**src/rtl/mac_accum_stage.sv**
```systemverilog
// mac_accum_stage
// ---------------------------------------------------------------------------
// Accumulation ("AC") half of the reconfigurable MAC datapath. Sums a
// programmable-length frame of unsigned products coming from the multiplier
// into a wide accumulator and presents the frame result on a valid/ready
// output port, together with a sticky overflow flag.
//
// Ports:
//   clk        clock, all state on the rising edge
//   rst        asynchronous, active-high reset (discards any frame in flight)
//   start      begin a new frame (honoured in IDLE, or in DONE with out_ready)
//   len        number of products in the frame, sampled with start
//   in_valid   product on in_prod is valid
//   in_ready   stage accepts a product this cycle (state ACCUM)
//   in_prod    unsigned product from the multiplier
//   out_valid  frame result available (state DONE)
//   out_ready  downstream accepts the result
//   out_sum    frame sum, driven straight from the accumulator register
//   out_ovf    sticky flag: frame sum exceeded 2^ACC_W-1
//   busy       high in ACCUM or DONE
//
// Build option:
//   MAC_ACC_SAT_EN  when defined, the accumulator saturates at all-ones on
//                   overflow and stays there for the rest of the frame;
//                   when undefined, the accumulator wraps modulo 2^ACC_W.
// ---------------------------------------------------------------------------
module mac_accum_stage #(
    parameter int PROD_W = 4,
    parameter int ACC_W  = 12,
    parameter int CNT_W  = 8
) (
    input  logic              clk,
    input  logic              rst,
    input  logic              start,
    input  logic [CNT_W-1:0]  len,
    input  logic              in_valid,
    output logic              in_ready,
    input  logic [PROD_W-1:0] in_prod,
    output logic              out_valid,
    input  logic              out_ready,
    output logic [ACC_W-1:0]  out_sum,
    output logic              out_ovf,
    output logic              busy
);

    typedef enum logic [1:0] {
        IDLE  = 2'd0,
        ACCUM = 2'd1,
        DONE  = 2'd2
    } state_t;

    state_t             state_q, state_d;
    logic [ACC_W-1:0]   acc_q,   acc_d;
    logic [CNT_W-1:0]   cnt_q,   cnt_d;
    logic               ovf_q,   ovf_d;

    // One extra bit catches the carry out of the accumulator.
    logic [ACC_W:0]     sum_ext;

    assign sum_ext = {1'b0, acc_q} + {{(ACC_W + 1 - PROD_W){1'b0}}, in_prod};

    // Outputs are decoded from registered state only.
    assign in_ready  = (state_q == ACCUM);
    assign out_valid = (state_q == DONE);
    assign busy      = (state_q != IDLE);
    assign out_sum   = acc_q;
    assign out_ovf   = ovf_q;

    always_comb begin
        state_d = state_q;
        acc_d   = acc_q;
        cnt_d   = cnt_q;
        ovf_d   = ovf_q;

        unique case (state_q)
            IDLE: begin
                if (start) begin
                    acc_d = '0;
                    ovf_d = 1'b0;
                    cnt_d = len;
                    state_d = (len != '0) ? ACCUM : DONE;
                end
            end

            ACCUM: begin
                // start is deliberately ignored while a frame is running.
                if (in_valid) begin
`ifdef MAC_ACC_SAT_EN
                    // Once overflowed, the accumulator is pinned at all-ones.
                    if (sum_ext[ACC_W] || ovf_q) begin
                        acc_d = '1;
                    end else begin
                        acc_d = sum_ext[ACC_W-1:0];
                    end
`else
                    acc_d = sum_ext[ACC_W-1:0];
`endif
                    ovf_d = ovf_q | sum_ext[ACC_W];
                    cnt_d = cnt_q - CNT_W'(1);
                    if (cnt_q == CNT_W'(1)) begin
                        state_d = DONE;
                    end
                end
            end

            DONE: begin
                // Result is held until accepted; a start alongside the
                // acceptance loads the next frame with no idle bubble.
                if (out_ready) begin
                    if (start) begin
                        acc_d = '0;
                        ovf_d = 1'b0;
                        cnt_d = len;
                        state_d = (len != '0) ? ACCUM : DONE;
                    end else begin
                        state_d = IDLE;
                    end
                end
            end

            default: begin
                state_d = IDLE;
            end
        endcase
    end

    always_ff @(posedge clk or posedge rst) begin
        if (rst) begin
            state_q <= IDLE;
            acc_q   <= '0;
            cnt_q   <= '0;
            ovf_q   <= 1'b0;
        end else begin
            state_q <= state_d;
            acc_q   <= acc_d;
            cnt_q   <= cnt_d;
            ovf_q   <= ovf_d;
        end
    end

endmodule

```
**config.mk**
```make
export PLATFORM = sky130hd
export DESIGN_NAME = mac_accum_stage
export DESIGN_NICKNAME = d
export VERILOG_FILES = /design/src/rtl/mac_accum_stage.sv
export SDC_FILE = /design/constraint.sdc
export NUM_CORES = 1
export LEC_CHECK = 0
export ABC_AREA = 1
export CAP_MARGIN = 20
export CORE_MARGIN = 2
export CORE_UTILIZATION = 46
export DETAILED_ROUTE_END_ITERATION = 10
export HOLD_SLACK_MARGIN = 0.06
export MAX_ROUTING_LAYER = met4
export PLACE_DENSITY = 0.82
export SETUP_SLACK_MARGIN = 0.02
export SYNTH_ARGS = -nofsm -noshare
export SYNTH_HDL_FRONTEND = slang
export SYNTH_SLANG_ARGS = --single-unit
export TNS_END_PERCENT = 10
```
**constraint.sdc**
```tcl
create_clock -name clk -period 1.49 [get_ports clk]
set_input_delay 0.447 -clock clk [delete_from_list [all_inputs] [get_ports clk]]
set_output_delay 0.447 -clock clk [all_outputs]
set_load 0.1 [all_outputs]
```
==> insert_results.sql <==
INSERT INTO impl_metrics (metric_group, metric, value, unit) VALUES
('critical_path', 'slowest_stage', 'dfrtp_2', ''),
('route', 'via_per_inst', '5.29', ''),
('power', 'p_leak', '1.22', 'nW'),
('sta', 'slew_headroom', '72.7', '%'),
('global_route', 'globalRouteTotalUtil', '23.7', '%'),
('sta', 'fin_skew', '6.09', 'ps'),
('final_layout', 'fillerInstances', '223', ''),
('clocking', 'cts.sinks', '23', ''),
('synth', 'synth.ff_latch_count', '23', ''),
('route', 'routedWlPerCell', '13.4', 'um'),
('clocking', 'cts-root-buf', 'clkbuf_4', ''),
('clocking', 'max-clock-path-buffers', '2', ''),
('synth', 'yosys.area.top_type', 'dfrtp_1', ''),
('clocking', 'clock_tree_from_tritoncts', 'built', ''),
('placement', 'placed_cells_incl_taps', '334', ''),
('floorplan', 'floorplan.die.height', '63.6', 'um'),
('outcome', 'violations_in_the_final_reports', 'negative setup slack', ''),
('power', 'powerDensity', '1860', 'nW/um^2'),
('critical_path', 'cp_arrival', '1210', 'ps'),
('route', 'route.final.wire_length', '4.58', 'mm'),
('power', 'vdd_drop_max', '1300', 'uV'),
('sta', 'timing_hold_violations_final', '0', ''),
('final_layout', 'final_layout_size_suffix_gt1_share', '34.5', '%'),
('final_layout', 'num_antenna_cells', '0', ''),
('floorplan', 'start_util', '48.5', '%'),
('floorplan', 'fp.dieW', '63.6', 'um'),
('sta', 'fin_ws', '-169', 'ps'),
('route', 'first_pass_iters', '4', ''),
('sta', 'finalCritPeriodShare', '111', '%'),
('floorplan', 'placement_rows', '21', ''),
('synth', 'synth.top_cells.by_area', 'dfrtp_1 35%, nand2_1 14%, nand3_1 8.0%, nor2_1 6.4%, inv_1 6.0%', ''),
('floorplan', 'die_area', '4040', 'sq um'),
('synth', 'synth.yosys.seq_area_share', '35.2', '%'),
('route', 'drt_drc_violations_left', '0', ''),
('final_layout', 'utilization', '78.0', '%'),
('clocking', 'worst_setup_hold_path_clk_slew', '150', 'ps'),
('hold_path', 'hold_path_class', 'in2async', ''),
('final_layout', 'fin_cells', '342', ''),
('clocking', 'insertion_delay', '340', 'ps'),
('synth', 'syn-cell-area', '1630', 'sq um'),
('critical_path', 'startpoint_type_of_the_worst_setup_path', 'register', ''),
('flow_run', 'drv_cap', '0', ''),
('critical_path', 'crit_path_cell_chain', 'buf_6 -> nor2_4 -> buf_12', ''),
('sta', 'timing_worst_slew_pin_value', '407', 'ps'),
('route', 'first_iter_violations', '125', ''),
('synth', 'synthDistinctLibCells', '29', ''),
('floorplan', 'num_io_pins', '33', ''),
('route', 'final_antenna_net_count', '0', ''),
('critical_path', 'crit_path_max_fanout', '3', ''),
('critical_path', 'crit_type', 'reg2out', ''),
('route', 'vias', '1809', ''),
('final_layout', 'design.final.nets', '321', ''),
('outcome', 'status', 'complete, but fails checks', ''),
('sta', 'max_clock_freq', '603', 'MHz'),
('final_layout', 'post-route-cell-area', '2620', 'sq um'),
('sta', 'period_needed', '1660', 'ps'),
('clocking', 'cts_inserted_buffers', '3', ''),
('floorplan', 'core_area', '3360', 'sq um'),
('global_route', 'first_global_vias', '1727', ''),
('placement', 'gpl.final_weighted_congestion', '0.901', ''),
('sta', 'timing.hold.ws', '403', 'ps'),
('synth', 'synth_warnings', '0', ''),
('critical_path', 'crit_path_max_incr_delay', '470', 'ps'),
('clocking', 'clock_tree.htree_level_count', '1', ''),
('placement', 'buffer_ports.inserted', '32', ''),
('sta', 'grt_setup_unrepaired', 'true', ''),
('sta', 'final-setup-viol-count', '16', ''),
('final_layout', 'flow.area_growth_from_synthesis', '60.6', '%'),
('global_route', 'grt_start_max_net_pins', '24', ''),
('clocking', 'cts_hold_buffers', '0', ''),
('critical_path', 'timing.critical_path.to_type', 'output pin', ''),
('synth', 'post_synth_inst_count', '230', ''),
('global_route', 'grt_antenna_before_repair', '0', ''),
('synth', 'synth_area_per_cell', '7.10', 'sq um'),
('global_route', 'global_route_wire_length_before_repair', '7.53', 'mm'),
('critical_path', 'critPathRequiredTime', '1040', 'ps'),
('sta', 'final_max_slew_viol_count', '0', ''),
('synth', 'synth_top_cell_area_share', '35.2', '%'),
('placement', 'place.detailed.hpwl', '3.27', 'mm'),
('global_route', 'grt_remaining_overflow', '0', ''),
('synth', 'syn-num-nets', '254', ''),
('placement', 'placed_cell_area', '2420', 'sq um');
[state kept, by name, indices dropped and copies added, names as in the netlist]
| signal | flops |
|---|---|
| cnt_q | 8 |
| out_sum | 12 |
| out_ovf | 1 |
| state_q | 2 |
[where the power goes]
group | total (mW) | switching [mW] | internal, mW
logic | 3.52 | 2.00 | 1.52
registers | 1.03 | 0.202 | 0.827
clock network | 0.329 | 0.227 | 0.101
total | 4.88 | 2.43 | 2.45
[Yosys cell counts (all sizes together)]
library cell and instances:
nor3b 1, o21bai 1, o211ai 4, o21ai 19, nor2 29, xnor2 2, or2 2, inv 30
fa 1, nand2 65, nand3b 1, a21oi 6, nor3 4, buf 5, dfrtp 23, ha 6
nand3 27, nand4 4
[placed cells by master (no fill, tap or decap), types with 2 or more instances in the layout]
cell type | synthesis | layout
a21oi_1 | 5 | 4
a21oi_2 | 1 | 2
buf_12 | 1 | 19
buf_4 | 2 | 27
buf_6 | 2 | 5
clkbuf_4 | 0 | 3
clkdlybuf4s50_1 | 0 | 12
dfrtp_1 | 23 | 10
dfrtp_2 | 0 | 12
dlygate4sd2_1 | 0 | 3
ha_1 | 6 | 3
ha_4 | 0 | 3
inv_1 | 26 | 24
inv_2 | 2 | 3
nand2_1 | 62 | 58
nand2_2 | 1 | 4
nand2_4 | 2 | 2
nand3_1 | 26 | 20
nand3_2 | 0 | 5
nand3_4 | 1 | 2
nand4_1 | 4 | 4
nor2_1 | 28 | 24
nor2_2 | 1 | 2
nor2_4 | 0 | 3
nor3_1 | 4 | 3
o211ai_1 | 4 | 4
o21ai_0 | 14 | 9
o21ai_1 | 5 | 10
[path summary, 6_finish.rpt]
path | slack (ps) | depth (start not counted) | from | to
worst max-delay path | -170 | 3 | state_q[0] | out_valid
min in group clk | 510 | 2 | cnt_q[5] | cnt_q[5]
worst min-delay path | 400 | 3 | rst | out_sum[5]
worst max register to register | -100 | 8 | out_sum[0] | out_sum[6]
max in group asynchronous | 920 | 3 | rst | out_sum[0]
worst min register to register | 510 | 2 | cnt_q[5] | cnt_q[5]
[metrics by stage]
step / TNS (ps) / total power [mW] / worst slack (ps)
after floorplan: -2760 / 2.94 / -279
after global placement: -8080 / 4.08 / -516
after detailed placement: -8800 / 4.16 / -572
after CTS: -1420 / 4.72 / -173
after global routing: -2400 / 5.18 / -201
final: -1230 / 4.88 / -169
[kinds of logic after synthesis]
group,share of synthesized area (%)
buffers and inverters,11.0
AO/OA/AOI/OAI,10.2
XOR/XNOR,1.07
flip-flops,35.2
adder cells (fa/ha/maj),5.82
AND/OR/NAND/NOR,36.6
[cell type report]
class	count	area [sq um]	share of cell area [%]
clock buffers	3	22.5	0.859
inverters	30	125	4.77
clock inverters	1	5.00	0.191
well taps	46	57.6	2.19
multi-input cells	172	1020	38.9
repair buffers	67	798	30.4
flip-flops and latches	23	594	22.7
[layer usage]
metal  GRT usage [%]  part of all wire, %  up-vias
met5               -                    0        -
met4            7.34                  2.6        0
met3            3.93                  5.5       19
met2            42.8                   54       69
met1            26.6                   38      841
li1                -                    -      880
[critical path: cells and delay by family (launching register included)]
kind	cells	cell delay (ps)
buf+inv	2	310
flops	1	470
simple gates	1	100
[repair_timing]
item,CTS,global route
setup endpoints to repair,22,34
setup buffers,3,1
pin swaps,5,4
resized for setup,27,21
No activity file was read; power rests on OpenSTA's default activity.
==> edit, RTL diff (config.mk and constraints unchanged) <==
Register the output `out_ovf` once more, cleared by the reset; this adds one clock of latency there. The other outputs are not delayed to match.
--- a/src/rtl/mac_accum_stage.sv
+++ b/src/rtl/mac_accum_stage.sv
@@ -64,7 +64,13 @@
     assign out_valid = (state_q == DONE);
     assign busy      = (state_q != IDLE);
     assign out_sum   = acc_q;
-    assign out_ovf   = ovf_q;
+    always_ff @(posedge clk or posedge rst) begin
+        if (rst) begin
+            out_ovf <= '0;
+        end else begin
+            out_ovf <= ovf_q;
+        end
+    end
 
     always_comb begin
         state_d = state_q;
Behaviour: same outputs for any inputs over 10 cycles, from zero or initial values and one cycle with rst high; that may be too few to reach the edited logic, so the function may still have changed.
==> edit against the unedited design <==
The run still ends with setup timing left; setup slack got worse by 0.014 ns; power down 3.3%; area after synthesis rose by 1.5%; synthesized cell count up 0.43%; cell area fell by 2.6%; sequential cell count increased by 1; sequential share of layout area rose by 1.4 points; routed wire length shrank 3.9%; first-iteration DRC count shrank 26%; final cell count is 1.8% lower; clock power increased by 10%; critical path type unchanged; highest routed layer unchanged.
==> edit: results (changes against the unedited design) <==
Via density=5.21 (was 5.29); RD Place Congestion=0.861 (was 0.901); worst hold margin=0.418 ns (was 0.403 ns); peak supply drop=1.48 mV (was 1.30 mV); Setup TNS Final=-1.25 ns (was -1.23 ns); largest cells by area after synthesis=dfrtp_1, nand2_1, nand3_1 (unchanged); Reg2Reg Capture Point=out_sum[8] (was out_sum[6]); Routed wire per std cell=13.1 um (was 13.4 um); # fillers=232 (was 223); largest net degree at the start of global routing=25 (was 24); sequential fraction of the synthesis area=36.2% (was 35.2%); worst slack, placed=-0.612 ns (was -0.572 ns); crit-path max FO=4 (was 3); share of post-route cells with drive strength above 1=29.7% (was 34.5%); status=complete, but fails checks (unchanged); met2 usage=40.2% (was 42.8%); Worst Tran Pin Value=0.293 ns (was 0.407 ns); Setup violations, final=19 (was 16); Iter 0 DRT Violations=92 (was 125); PnR worst setup slack=-0.183 ns (was -0.169 ns); first-pass GRT wire length=7510 um (was 7530 um); violations in the final reports=setup timing (unchanged); M1 GR Usage=29.5% (was 26.6%); sw power=2.33 mW (was 2.43 mW); Compound-Gate Fraction of Synth Area=10.0% (was 10.2%); Mapped Nets=255 (was 254); vias in the first global route=1,678 (was 1,727); met3 usage=3.52% (was 3.93%); Post-Syn Instances=231 (was 230); Leakage=1.20 nW (was 1.22 nW); placed cell count=328 (was 334); Post-Synth XOR/XNOR Area=1.06% (was 1.07%); Final HPWL DP=3200 um (was 3270 um); crit path DAT=1.23 ns (was 1.21 ns); top cells by count, synth=nand2_1, nor2_1, inv_1, nand3_1, dfrtp_1 (unchanged)
edit: cell types whose count changed after synthesis:
cell     unedited run  this run
dfrtp_1            23        24
edit: repair_timing:
action                     in CTS  in global routing
buffers inserted                4                  0
pin swaps                       4                  4
gates resized for setup        30                 10
setup endpoints to repair      20                 33
edit: worst max path at each step:
stage                     startpoint    endpoint  cells past startpoint
after detailed placement  in_prod[0]       ovf_q                      9
final                     state_q[0]   out_valid                      3
after global routing      out_sum[0]  out_sum[8]                      8
after CTS                 state_q[0]   out_valid                      3
after floorplan           out_sum[0]       ovf_q                      8
after global placement    in_prod[0]       ovf_q                      9
edit: worst max-delay path, stage by stage (launching register included):
cell and delay, ns:
dfrtp_2 0.48, buf_6 0.14, nor2_4 0.10, buf_12 0.18
edit: final cells by class:
type	count	area, um2	area share, %
inverter	30	128	5.00
multi-input combinational	172	978	38.3
sequential	24	614	24.0
clock buffer	4	36.3	1.42
tap	46	57.6	2.25
timing repair buffer	60	741	29.0
edit: logic make-up (layout without fill, tap and decap cells):
| group | Yosys count | count (layout) |
|---|---|---|
| buffers and inverters | 35 | 94 |
| adders and majority gates | 7 | 7 |
| xor gates and xnor gates | 2 | 2 |
| and+or+nand+nor | 133 | 133 |
| DFF | 24 | 24 |
| AOI/OAI and AO/OA | 30 | 30 |
edit: power groups by stage:
stage | combinational (mW) | sequential [mW] | clock (mW)
2_1_floorplan | 1.65 | 1.32 | 0
3_3_place_gp | 2.92 | 1.03 | 0
5_1_grt | 3.58 | 1.07 | 0.405
6_report | 3.31 | 1.04 | 0.362
4_1_cts | 3.24 | 1.04 | 0.371
3_5_place_dp | 2.96 | 1.04 | 0
edit: per-layer routing:
metal,up-vias,routed length [um]
met5,-,0
met4,0,146
met3,18,191
met2,62,2180
met1,803,1880
li1,868,-
